--- src/rtl/prbs_gen_multi_if.sv ---
// Output stream bundle of the PRBS generator: word, valid/ready handshake and accepted-word count.
interface prbs_gen_multi_if #(
    parameter int DATA_W = 32,
    parameter int CNT_W  = 32
);
    logic [DATA_W-1:0] out_data;
    logic              out_valid;
    logic              out_ready;
    logic [CNT_W-1:0]  word_cnt;

    modport master (output out_data, output out_valid, output word_cnt, input out_ready);
    modport slave  (input out_data, input out_valid, input word_cnt, output out_ready);
endinterface

--- src/rtl/prbs_gen_multi.sv ---
// Parallel Fibonacci PRBS7/15/23/31 generator, DATA_W bits per clock, with handshake,
// reseed (load), single-bit error injection and a saturating accepted-word counter.
module prbs_gen_multi #(
    parameter int          DATA_W = 32,
    parameter logic [30:0] SEED   = 31'h7FFFFFFF,
    parameter int          CNT_W  = 32
) (
    input  logic                  clk,
    input  logic                  rst,
    input  logic                  en_i,
    input  logic [1:0]            mode_i,
    input  logic                  load_i,
    input  logic                  inj_err_i,
    prbs_gen_multi_if.master      bus
);

    function automatic logic [30:0] len_mask(input logic [1:0] m);
        case (m)
            2'b00:   return 31'h0000007F;
            2'b01:   return 31'h00007FFF;
            2'b10:   return 31'h007FFFFF;
            default: return 31'h7FFFFFFF;
        endcase
    endfunction

    function automatic logic [4:0] top_idx(input logic [1:0] m);
        case (m)
            2'b00:   return 5'd6;
            2'b01:   return 5'd14;
            2'b10:   return 5'd22;
            default: return 5'd30;
        endcase
    endfunction

    function automatic logic [4:0] tap_idx(input logic [1:0] m);
        case (m)
            2'b00:   return 5'd5;
            2'b01:   return 5'd13;
            2'b10:   return 5'd17;
            default: return 5'd27;
        endcase
    endfunction

    // A seed that masks to zero would lock the LFSR, so substitute all ones.
    function automatic logic [30:0] seed_for(input logic [1:0] m);
        logic [30:0] s;
        s = SEED & len_mask(m);
        return (s == '0) ? len_mask(m) : s;
    endfunction

    logic [1:0]        mode_q,  mode_d;
    logic [30:0]       lfsr_q,  lfsr_d;
    logic [DATA_W-1:0] data_q,  data_d;
    logic              valid_q, valid_d;
    logic              err_q,   err_d;
    logic [CNT_W-1:0]  cnt_q,   cnt_d;

    logic [30:0]       lfsr_hold;
    logic [30:0]       lfsr_step;
    logic [DATA_W-1:0] word;
    logic              adv;
    logic              accept;

    // Unroll DATA_W single-bit steps; bit 0 of the word is the earliest output bit.
    always_comb begin
        logic [30:0] s;
        logic [30:0] mask;
        logic [4:0]  top;
        logic [4:0]  tap;
        mask      = len_mask(mode_q);
        top       = top_idx(mode_q);
        tap       = tap_idx(mode_q);
        s         = (lfsr_q == '0) ? mask : lfsr_q;
        lfsr_hold = s;
        word      = '0;
        for (int i = 0; i < DATA_W; i++) begin
            word[i] = s[top];
            s       = {s[29:0], s[top] ^ s[tap]} & mask;
        end
        lfsr_step = s;
    end

    assign adv    = en_i & (~valid_q | bus.out_ready) & ~load_i;
    assign accept = valid_q & bus.out_ready & ~load_i;

    always_comb begin
        mode_d  = mode_q;
        lfsr_d  = lfsr_hold;
        data_d  = data_q;
        valid_d = valid_q;
        err_d   = err_q;
        cnt_d   = cnt_q;
        if (load_i) begin
            mode_d  = mode_i;
            lfsr_d  = seed_for(mode_i);
            valid_d = 1'b0;
            err_d   = 1'b0;
        end else begin
            if (adv) begin
                data_d    = word;
                data_d[0] = word[0] ^ (err_q | inj_err_i);
                valid_d   = 1'b1;
                lfsr_d    = lfsr_step;
                err_d     = 1'b0;
            end else begin
                if (accept)    valid_d = 1'b0;
                if (inj_err_i) err_d   = 1'b1;
            end
            if (accept && (cnt_q != '1)) cnt_d = cnt_q + CNT_W'(1);
        end
    end

    always_ff @(posedge clk) begin
        if (rst) begin
            mode_q  <= mode_i;
            lfsr_q  <= seed_for(mode_i);
            data_q  <= '0;
            valid_q <= 1'b0;
            err_q   <= 1'b0;
            cnt_q   <= '0;
        end else begin
            mode_q  <= mode_d;
            lfsr_q  <= lfsr_d;
            data_q  <= data_d;
            valid_q <= valid_d;
            err_q   <= err_d;
            cnt_q   <= cnt_d;
        end
    end

    assign bus.out_data  = data_q;
    assign bus.out_valid = valid_q;
    assign bus.word_cnt  = cnt_q;

endmodule

--- src/flat_wrapper.sv ---
// flat-port wrapper written by rule: the top's interface ports become plain ports
module prbs_gen_multi_flat 
#(
    parameter int          DATA_W = 32,
    parameter logic [30:0] SEED   = 31'h7FFFFFFF,
    parameter int          CNT_W  = 32
)
  (clk, rst, en_i, mode_i, load_i, inj_err_i, bus_out_data, bus_out_valid, bus_word_cnt, bus_out_ready);
  prbs_gen_multi_if #(.DATA_W(DATA_W), .CNT_W(CNT_W)) bus_i ();
  input  logic clk;
  input  logic rst;
  input  logic en_i;
  input  logic [1:0] mode_i;
  input  logic load_i;
  input  logic inj_err_i;
  output wire logic [$bits(bus_i.out_data)-1:0] bus_out_data;
  output wire logic [$bits(bus_i.out_valid)-1:0] bus_out_valid;
  output wire logic [$bits(bus_i.word_cnt)-1:0] bus_word_cnt;
  input wire logic [$bits(bus_i.out_ready)-1:0] bus_out_ready;
  assign bus_out_data = bus_i.out_data;
  assign bus_out_valid = bus_i.out_valid;
  assign bus_word_cnt = bus_i.word_cnt;
  assign bus_i.out_ready = bus_out_ready;
  prbs_gen_multi #(.DATA_W(DATA_W), .SEED(SEED), .CNT_W(CNT_W)) u_core (.clk(clk), .rst(rst), .en_i(en_i), .mode_i(mode_i), .load_i(load_i), .inj_err_i(inj_err_i), .bus(bus_i));
endmodule
--- config.mk ---
export PLATFORM = sky130hd
export DESIGN_NAME = prbs_gen_multi_flat
export DESIGN_NICKNAME = d
export VERILOG_FILES = /design/src/rtl/prbs_gen_multi_if.sv /design/src/rtl/prbs_gen_multi.sv /design/src/flat_wrapper.sv
export SDC_FILE = /design/constraint.sdc
export NUM_CORES = 1
export LEC_CHECK = 0
export ABC_AREA = 1
export CAP_MARGIN = 20
export CORE_ASPECT_RATIO = 1.2
export CORE_UTILIZATION = 50
export CTS_CLUSTER_DIAMETER = 80
export DETAILED_ROUTE_END_ITERATION = 10
export PLACE_DENSITY = 0.7
export SYNTH_ARGS = -nofsm -noshare
export SYNTH_HDL_FRONTEND = slang
export SYNTH_SLANG_ARGS = --single-unit
--- constraint.sdc ---
create_clock -name clk -period 9.3 [get_ports clk]
set_clock_uncertainty 0.2 [all_clocks]
set_input_delay 0.93 -clock clk [delete_from_list [all_inputs] [get_ports clk]]
set_output_delay 0.93 -clock clk [all_outputs]
set_load 0.1 [all_outputs]
* Word level (Yosys, flattened, before mapping) *
Cells that the tools add are included.

word-level totals
  register bits = 99
  input bits = 8
  output and inout bits = 65
  logic and storage cells = 243

cells by class
  $add $sub $neg = 1
  $lt $le $gt $ge = 2
  equality and inequality tests = 5
  muxes and demuxes = 144
  bitwise gates (word level) = 73
  reductions and logical operators = 12

operators with widths
  kind                                                                  number
  31-bit AND                                                            32
  1-bit binary-select mux with 5-bit select                             64
  31-bit 2-to-1 mux                                                     8
  31-bit case mux with 3 select lines                                   2
  31-bit zero test                                                      3
  1-bit 2-to-1 mux                                                      66
  1-bit bitwise XOR                                                     33
  32-bit by 1-bit adder with 32-bit output, second input constant       1
  32-bit inequality test, second input constant                         1
  5-bit case mux with 3 select lines                                    2
  5-bit by 6-bit < comparator with 1-bit output, second input constant  2
  1-bit AND                                                             4
  2-bit by 1-bit == test with 1-bit output, second input constant       2
  2-bit == test, second input constant                                  2
  2-bit zero test                                                       2
  2-bit 2-to-1 mux                                                      2
  2-bit AND reduction                                                   2
  2-bit nonzero test                                                    2
  3-bit OR reduction                                                    1
  1-bit inverter                                                        2
  1-bit bitwise OR                                                      2
  2-bit OR reduction                                                    1
  1-bit logical AND                                                     1

* Logic depth before layout (Yosys ltp) *
Gate-level depths: netlist (run 1).

  depth in word-level cells = 134
  gate-level depth with buffers = 36
  gate-level depth less buffers = 35

* Worst setup path before layout (run 1) *
OpenSTA, ideal clock, no wires.

  path kind = register to register
  from = reg u_core.valid_q (netlist: u_core.bus.out_valid)
  to = reg u_core.cnt_q[31] (netlist: u_core.bus.word_cnt[31])
  setup time = 95 ps
  data arrival time = 3405 ps
  data required time = 9005 ps
  setup slack = 5600 ps
  cell stages (with the launch flop) = 17
  buffers on the path = 0
  period minus slack after synthesis = 3700 ps
  cells stage by stage = dfxtp_1 > nand2_1 > nor2_1 > nand2_1 > nor2_1 > nand3_1 > nor2_1 > nand3_1 > nor2_1 > nand3_1 > nor2_1 > nand2_1 > nor3_1 > nand3_1 > nor3_1 > nand4_1 > a221oi_1

on the way
  word-level cells in the longest chain between the ends = 4

ends and longest elaborated chain
  what                           line                   text
  from (decl)                    prbs_gen_multi.sv:54   logic valid_q, valid_d;
  from (signal assigned)         prbs_gen_multi.sv:125  valid_q <= valid_d;
  1-bit AND (2 in series)        prbs_gen_multi.sv:84   assign accept = valid_q & bus.out_ready & ~load_i;
  1-bit logical AND              prbs_gen_multi.sv:109  if (accept && (cnt_q != '1)) cnt_d = cnt_q + CNT_W'(1);
  2-bit AND reduction (no line)  n/a
  to (signal assigned)           prbs_gen_multi.sv:127  cnt_q <= cnt_d;
  to (decl)                      prbs_gen_multi.sv:56   logic [CNT_W-1:0] cnt_q, cnt_d;

No other way between the ends.
A chain may end at the register's enable or synchronous reset.

* Worst setup path after layout (run 1) *
  from = reg u_core.lfsr_q[4]
  to = reg u_core.lfsr_q[0]

on the way
  word-level cells in the longest chain between the ends = 133
  elaborated cells on any way between the ends = 197
  classes of those cells = mux (132); bitwise (64); reduce/logical (1)

ends and longest elaborated chain
  what                                       line                   text
  from (decl)                                prbs_gen_multi.sv:52   logic [30:0] lfsr_q, lfsr_d;
  from (signal assigned)                     prbs_gen_multi.sv:116  lfsr_q <= seed_for(mode_i);
  from (signal assigned)                     prbs_gen_multi.sv:123  lfsr_q <= lfsr_d;
  31-bit zero test                           prbs_gen_multi.sv:73   s = (lfsr_q == '0) ? mask : lfsr_q;
  31-bit 2-to-1 mux (*)                      prbs_gen_multi.sv:73
  1-bit binary-select mux with 5-bit select  prbs_gen_multi.sv:78   s = {s[29:0], s[top] ^ s[tap]} & mask;
  1-bit 2-to-1 mux (not written as such)     prbs_gen_multi.sv:78
  1-bit bitwise XOR                          prbs_gen_multi.sv:78
  31-bit AND                                 prbs_gen_multi.sv:78
  1-bit binary-select mux with 5-bit select  prbs_gen_multi.sv:78
  1-bit 2-to-1 mux (not written as such)     prbs_gen_multi.sv:78
  [... 117 more ...]                         n/a
  31-bit AND                                 prbs_gen_multi.sv:78
  1-bit binary-select mux with 5-bit select  prbs_gen_multi.sv:78
  1-bit 2-to-1 mux (not written as such)     prbs_gen_multi.sv:78
  1-bit bitwise XOR                          prbs_gen_multi.sv:78
  31-bit AND                                 prbs_gen_multi.sv:78
  31-bit 2-to-1 mux (*)                      prbs_gen_multi.sv:99   if (adv) begin
  31-bit 2-to-1 mux (*)                      prbs_gen_multi.sv:93   if (load_i) begin
  31-bit 2-to-1 mux (*)                      prbs_gen_multi.sv:114  if (rst) begin

Mark *: on every way between the ends. The rest lies on a longest branch, timed or not. The select of a mux whose other input is x is not followed.

==> impl_metrics.py, run 1 <==
metrics = {
    "setup_path": {
        "worst_setup_path_end_kind": "flop",
        "crit_top_cell": "nand2_1",
        "start_kind": "flop",
        "startpoint": "u_core.lfsr_q[4]",
        "critPathMaxFanout": 29,
        "worstReg2RegStart": "u_core.lfsr_q[4]",
        "worstPathArrival_ps": 5000,
        "cpMaxStageDelayCell": "xnor2_2",
        "reg2regPathDepth": 29,
        "required_ps": 9350,
        "max_stage_delay_ps": 460,
        "crit_type": "flop to flop",
    },
    "clocking": {
        "cts-resized-gates": 0,
        "post_cts_buffers": 0,
        "clk_path_buf_depth": 2,
        "ctsHoldBuffers": 0,
        "root_buffer": "clkbuf_16",
        "clock_latency_ps": 360,
        "cts_tree": "yes",
        "clkTransAtPathRegs_ps": 80,
        "cts_buffers": 9,
        "numClockSinks": 99,
        "cts_htree_levels": 3,
    },
    "routing": {
        "via_per_inst": 5.79,
        "wl_um": 24100,
        "drt_iter0_drc": 868,
        "vias": 7333,
        "ant_nets": 0,
        "drt-wirelength-per-cell_um": 19.0,
        "drc_errors": 0,
        "firstDrtPassIters": 9,
    },
    "sta": {
        "fmax_mhz": 202,
        "hold_violations": 0,
        "setup_viol": 0,
        "slew_violations": 0,
        "min_period_ps": 4940,
        "rsz0062_at_grt": "false",
        "worstMarginPinSlew_ps": 1000,
        "worst_slack_ps": 4360,
        "fin_setup_tns_ps": 0,
        "relSlewSlack_pct": 33.0,
        "period_share_pct": 53.2,
    },
    "finish": {
        "final_cell_mix": "258 x nand2_1, 149 x inv_1, 97 x nor2_1, 97 x dfxtp_1, 84 x nand3_1",
        "final_common_cell": "nand2_1",
        "area_growth_pct": 17.0,
        "n_antenna_cell": 0,
        "drive_gt1_share_pct": 8.08,
        "fin_area_mm2": 0.00753,
        "final_nets": 1106,
    },
    "synth": {
        "yosys_most_used_dff": "dfxtp_1",
        "synth_edf_count": 2,
        "synth_fa_ha_area_share_pct": 0.194,
        "yosysSeqAreaShare_pct": 31.1,
        "ys_ff_latch": 99,
        "synth_top_family_by_area": "simple AND/OR/NAND/NOR gates",
        "synth_top_area_share_pct": 30.2,
        "synth_fp_nets": 1053,
        "synth_cells": 1044,
        "synth.cell_area_mm2": 0.00643,
        "yosysTopAreaCell": "dfxtp_1",
        "synthXorXnorAreaFrac_pct": 1.83,
        "avgSynthCellArea_um2": 6.16,
        "synthSimpleGateAreaFrac_pct": 36.0,
        "yosys_warnings": 0,
        "netlist-cell-type-count": 47,
        "synth_compound_area_share_pct": 18.1,
        "async_flop_share_pct": 0,
        "synth_mux_area_share_pct": 0,
        "ys_top_cells_by_area": "dfxtp_1 30%, nand2_1 15%, inv_1 8.7%",
    },
    "die": {
        "fp-row-count": 45,
        "start_util_pct": 51.0,
        "die_area_mm2": 0.0133,
        "die_y_um": 126,
        "dieWidth_um": 106,
        "core_region_area_mm2": 0.0126,
        "io_pins": 73,
    },
    "pwr": {
        "leakage_nw": 3.40,
        "peakVddDrop_uv": 97.8,
        "powerDensity_mw_per_mm2": 189,
    },
    "min_path": {
        "hp-start": "u_core.bus.word_cnt[11]",
        "hold_depth": 2,
        "hold_class": "flop to flop",
    },
    "placed_design": {
        "dp_hpwl_um": 18900,
        "io_buffers": 72,
        "place_congestion": 1.09,
        "place_area_mm2": 0.00723,
        "dpl_worst_slack_ps": 4620,
    },
    "global_route": {
        "gr-usage-all-layers_pct": 36.9,
        "grt_pass1_wl_um": 37200,
        "grt_max_degree": 47,
        "grt_pass1_vias": 6915,
        "antenna_found_initial": 0,
        "overflow": 0,
    },
    "job": {
        "max-cap-violations": 0,
    },
    "run_status": {
        "status": "finished clean",
    },
}
[flip-flops by register name, indices dropped and copies added (netlist names)]
name,count
u_core.bus.out_data,32
u_core.bus.out_valid,1
u_core.bus.word_cnt,32
u_core.err_q,1
u_core.lfsr_q,31
u_core.mode_q,2
[path summary, 6_finish.rpt]
kind	endpoint	slack [ps]
setup / recovery	u_core.lfsr_q[0]	4360
hold / removal	u_core.bus.word_cnt[11]	280
setup reg to reg	u_core.lfsr_q[0]	4360
hold reg to reg	u_core.bus.word_cnt[11]	280
[Yosys cell counts (7+ instances only)]
master and n:
a21oi_1 71, a31oi_1 16, buf_2 10, clkbuf_1 19, dfxtp_1 97, inv_1 149
inv_2 11, nand2_1 258, nand2_2 26, nand3_1 84, nand3_2 7, nand4_1 14
nor2_1 99, nor3_1 20, o211ai_1 7, o21ai_0 65, o21ai_1 14, o22ai_1 9
[cell families after synthesis]
kind of cell / Yosys count
DFF: 99
adders and majority gates: 1
and+or+nand+nor: 526
AOI/OAI and AO/OA: 206
buffers and inverters: 202
xor gates and xnor gates: 10
[power breakdown]
part / switching [mW] / internal, mW
registers: 0.0167 / 0.450
logic: 0.419 / 0.145
clock network: 0.178 / 0.212
[layout make-up]
cell class	instances	area, µm²
clock inverters	6	72.6
inverters	163	612
multi-input cells	743	3620
fillers	1269	5080
clock buffers	10	229
flip-flops and latches	99	2000
well taps	164	205
repair buffers	81	788
[layer usage]
metal	wire length, µm	part of all wire, %	global-route usage (%)
met3	1780	7.4	6.06
met1	9360	39	43.2
met2	11000	46	59.7
met5	0	0	0
met4	1950	8.1	29.5
[stage by stage]
stage | total power, mW | cells | util (%) | hold slack (ps)
2_1_floorplan | 0.864 | 1044 | - | 319
3_3_place_gp | 1.02 | 1250 | 57.3 | 263
5_1_grt | 1.48 | 1266 | 59.7 | 315
4_1_cts | 1.41 | 1266 | 59.7 | 277
6_report | 1.42 | 1266 | 59.7 | 276
3_5_place_dp | 1.02 | 1250 | 57.3 | 265
[worst max-delay path, delay by kind of cell, from the launching register on]
| kind | cells | cell delay [ps] |
|---|---|---|
| AO/OA/AOI/OAI | 1 | 390 |
| XOR/XNOR | 2 | 770 |
| buffers and inverters | 4 | 660 |
| flip-flops | 1 | 350 |
| AND/OR/NAND/NOR | 22 | 2460 |
(Power assumes the default switching activity.)
==> run 2: changes to the inputs <==
==> constraint.sdc (replaced) <==
create_clock -name clk -period 4.62 [get_ports clk]
set_clock_uncertainty 0.2 [all_clocks]
set_input_delay 0.462 -clock clk [delete_from_list [all_inputs] [get_ports clk]]
set_output_delay 0.462 -clock clk [all_outputs]
set_load 0.1 [all_outputs]
==> run 2 against run 1 <==
Compared with the run above:
- clock power rose by 86%
- fmax rose by 14%
- setup slack got worse by 4100 ps
- routed wire length rose by 3.4%
- critical path type unchanged
- largest cell class unchanged
==> impl_metrics.py, run 2 (same netlist as run 1, synthesis figures left out) <==
metrics = {
    "clocking": {
        "clkTransAtPathRegs_ps": 70,
        "clock_latency_ps": 360,
        "cts_tree": "yes",
        "cts_buffers": 9,
        "cts_htree_levels": 3,
        "ctsHoldBuffers": 0,
        "numClockSinks": 99,
        "root_buffer": "clkbuf_16",
        "clk_path_buf_depth": 2,
    },
    "routing": {
        "drt_iter0_drc": 841,
        "vias": 7439,
        "wl_um": 24900,
        "via_per_inst": 5.79,
        "ant_nets": 0,
        "drc_errors": 0,
        "drt-wirelength-per-cell_um": 19.4,
        "firstDrtPassIters": 6,
    },
    "pwr": {
        "peakVddDrop_uv": 172,
        "p_total_mw": 2.85,
        "clockPowerShare_pct": 25.5,
        "power_frac_comb_pct": 41.4,
        "internal_power_mw": 1.62,
        "leakage_nw": 3.50,
        "powerDensity_mw_per_mm2": 369,
        "switchingPower_mw": 1.24,
        "pwr-share-seq_pct": 33.1,
        "p_sw_share_pct": 43.3,
    },
    "sta": {
        "slew_violations": 0,
        "hold_violations": 0,
        "setup_viol": 0,
        "relSlewSlack_pct": 32.5,
        "rsz0062_at_grt": "false",
        "fin_setup_tns_ps": 0,
        "period_share_pct": 93.7,
        "fmax_mhz": 231,
        "worstMarginPinSlew_ps": 1010,
        "min_period_ps": 4330,
    },
    "setup_path": {
        "max_stage_delay_ps": 380,
        "startpoint": "u_core.lfsr_q[9]",
        "worstReg2RegStart": "u_core.lfsr_q[9]",
        "crit_type": "flop to flop",
        "crit_top_cell": "nand2_1",
        "required_ps": 4650,
        "start_kind": "flop",
        "critPathMaxFanout": 15,
        "cpMaxStageDelayCell": "dfxtp_1",
        "worstPathArrival_ps": 4360,
        "worst_setup_path_end_kind": "flop",
        "reg2regPathDepth": 35,
    },
    "global_route": {
        "grt_pass1_wl_um": 38400,
        "grt_max_degree": 78,
        "antenna_found_initial": 0,
        "gr-usage-all-layers_pct": 38.5,
        "grt_pass1_vias": 6904,
        "overflow": 0,
    },
    "die": {
        "io_pins": 73,
        "dieWidth_um": 106,
        "fp-row-count": 45,
        "core_region_area_mm2": 0.0126,
        "die_y_um": 126,
        "start_util_pct": 51.0,
        "die_area_mm2": 0.0133,
    },
    "finish": {
        "drive_gt1_share_pct": 10.2,
        "final_common_cell": "nand2_1",
        "area_growth_pct": 20.1,
        "final.fill_count": 1266,
        "final_nets": 1125,
        "n_antenna_cell": 0,
        "final_cell_mix": "254 x nand2_1, 149 x inv_1, 97 x dfxtp_1",
    },
    "job": {
        "max-cap-violations": 0,
    },
    "placed_design": {
        "io_buffers": 72,
        "dp_hpwl_um": 19500,
        "place_congestion": 1.10,
    },
    "min_path": {
        "hp-start": "u_core.bus.word_cnt[11]",
        "hold_class": "flop to flop",
        "hold_depth": 2,
    },
    "run_status": {
        "status": "finished clean",
    },
}
==> run 2: changes by cell type in the layout (fill, tap and decap cells not counted), sizes merged <==
cell / previous run / this run
clkinvlp: 3 / 1
clkinv: 3 / 4
buf: 9 / 27
clkbuf: 10 / 14
bufinv: 1 / 0
inv: 162 / 161
==> run 2: final cells by class <==
class                   count  area, µm²  area share [%]
clock buffers              13        250            3.24
repair buffers            100        981            12.7
well taps                 164        205            2.66
flip-flops and latches     99       2000            25.9
multi-input cells         743       3650            47.3
inverters                 163        612            7.92
clock inverters             3       22.5           0.291
==> run 2: worst paths after layout <==
path	end	slack, ps
max	u_core.lfsr_q[3]	290
min	u_core.bus.word_cnt[11]	280
max reg2reg	u_core.lfsr_q[3]	290
min reg2reg	u_core.bus.word_cnt[11]	280
==> run 2: power by group through the flow <==
stage	clock network (mW)	logic, mW	registers [mW]
floorplan	0	0.622	1.12
global route	0.760	1.26	0.947
CTS	0.727	1.14	0.942
detailed placement	0	1.14	0.961
global placement	0	1.14	0.960
finish	0.726	1.18	0.944
==> run 2: critical path, delay by kind of cell, from the launching register on <==
kind / cells / cell delay (ps)
simple gates: 30 / 2980
flops: 1 / 380
buf+inv: 3 / 360
compound gates: 2 / 310
==> run 2: routing by layer <==
| layer | track usage, % | part of all wire [%] | vias to the layer above |
|---|---|---|---|
| met5 | 0 | 0 | - |
| met4 | 26.1 | 7.1 | 0 |
| met3 | 4.76 | 7.4 | 102 |
| met2 | 66.3 | 48 | 419 |
| met1 | 44.5 | 38 | 3379 |
| li1 | - | - | 3539 |
==> run 2: repair_timing <==
| item | CTS | global route |
|---|---|---|
| resized for setup | 0 | 11 |
| buffers inserted | 0 | 0 |
| setup endpoints to repair | 0 | 5 |
==> run 2: per-stage QoR <==
step | instance area [µm²] | std cells | setup slack (ps) | hold WS, ps | util [%]
4_1_cts | 7670 | 1284 | 263 | 279 | 60.8
2_1_floorplan | 6430 | 1044 | 920 | 319 | -
5_1_grt | 7730 | 1285 | 17.2 | 289 | 61.3
3_3_place_gp | 7370 | 1267 | 205 | 270 | 58.4
6_report | 7730 | 1285 | 290 | 277 | 61.3
3_5_place_dp | 7400 | 1268 | 300 | 269 | 58.6
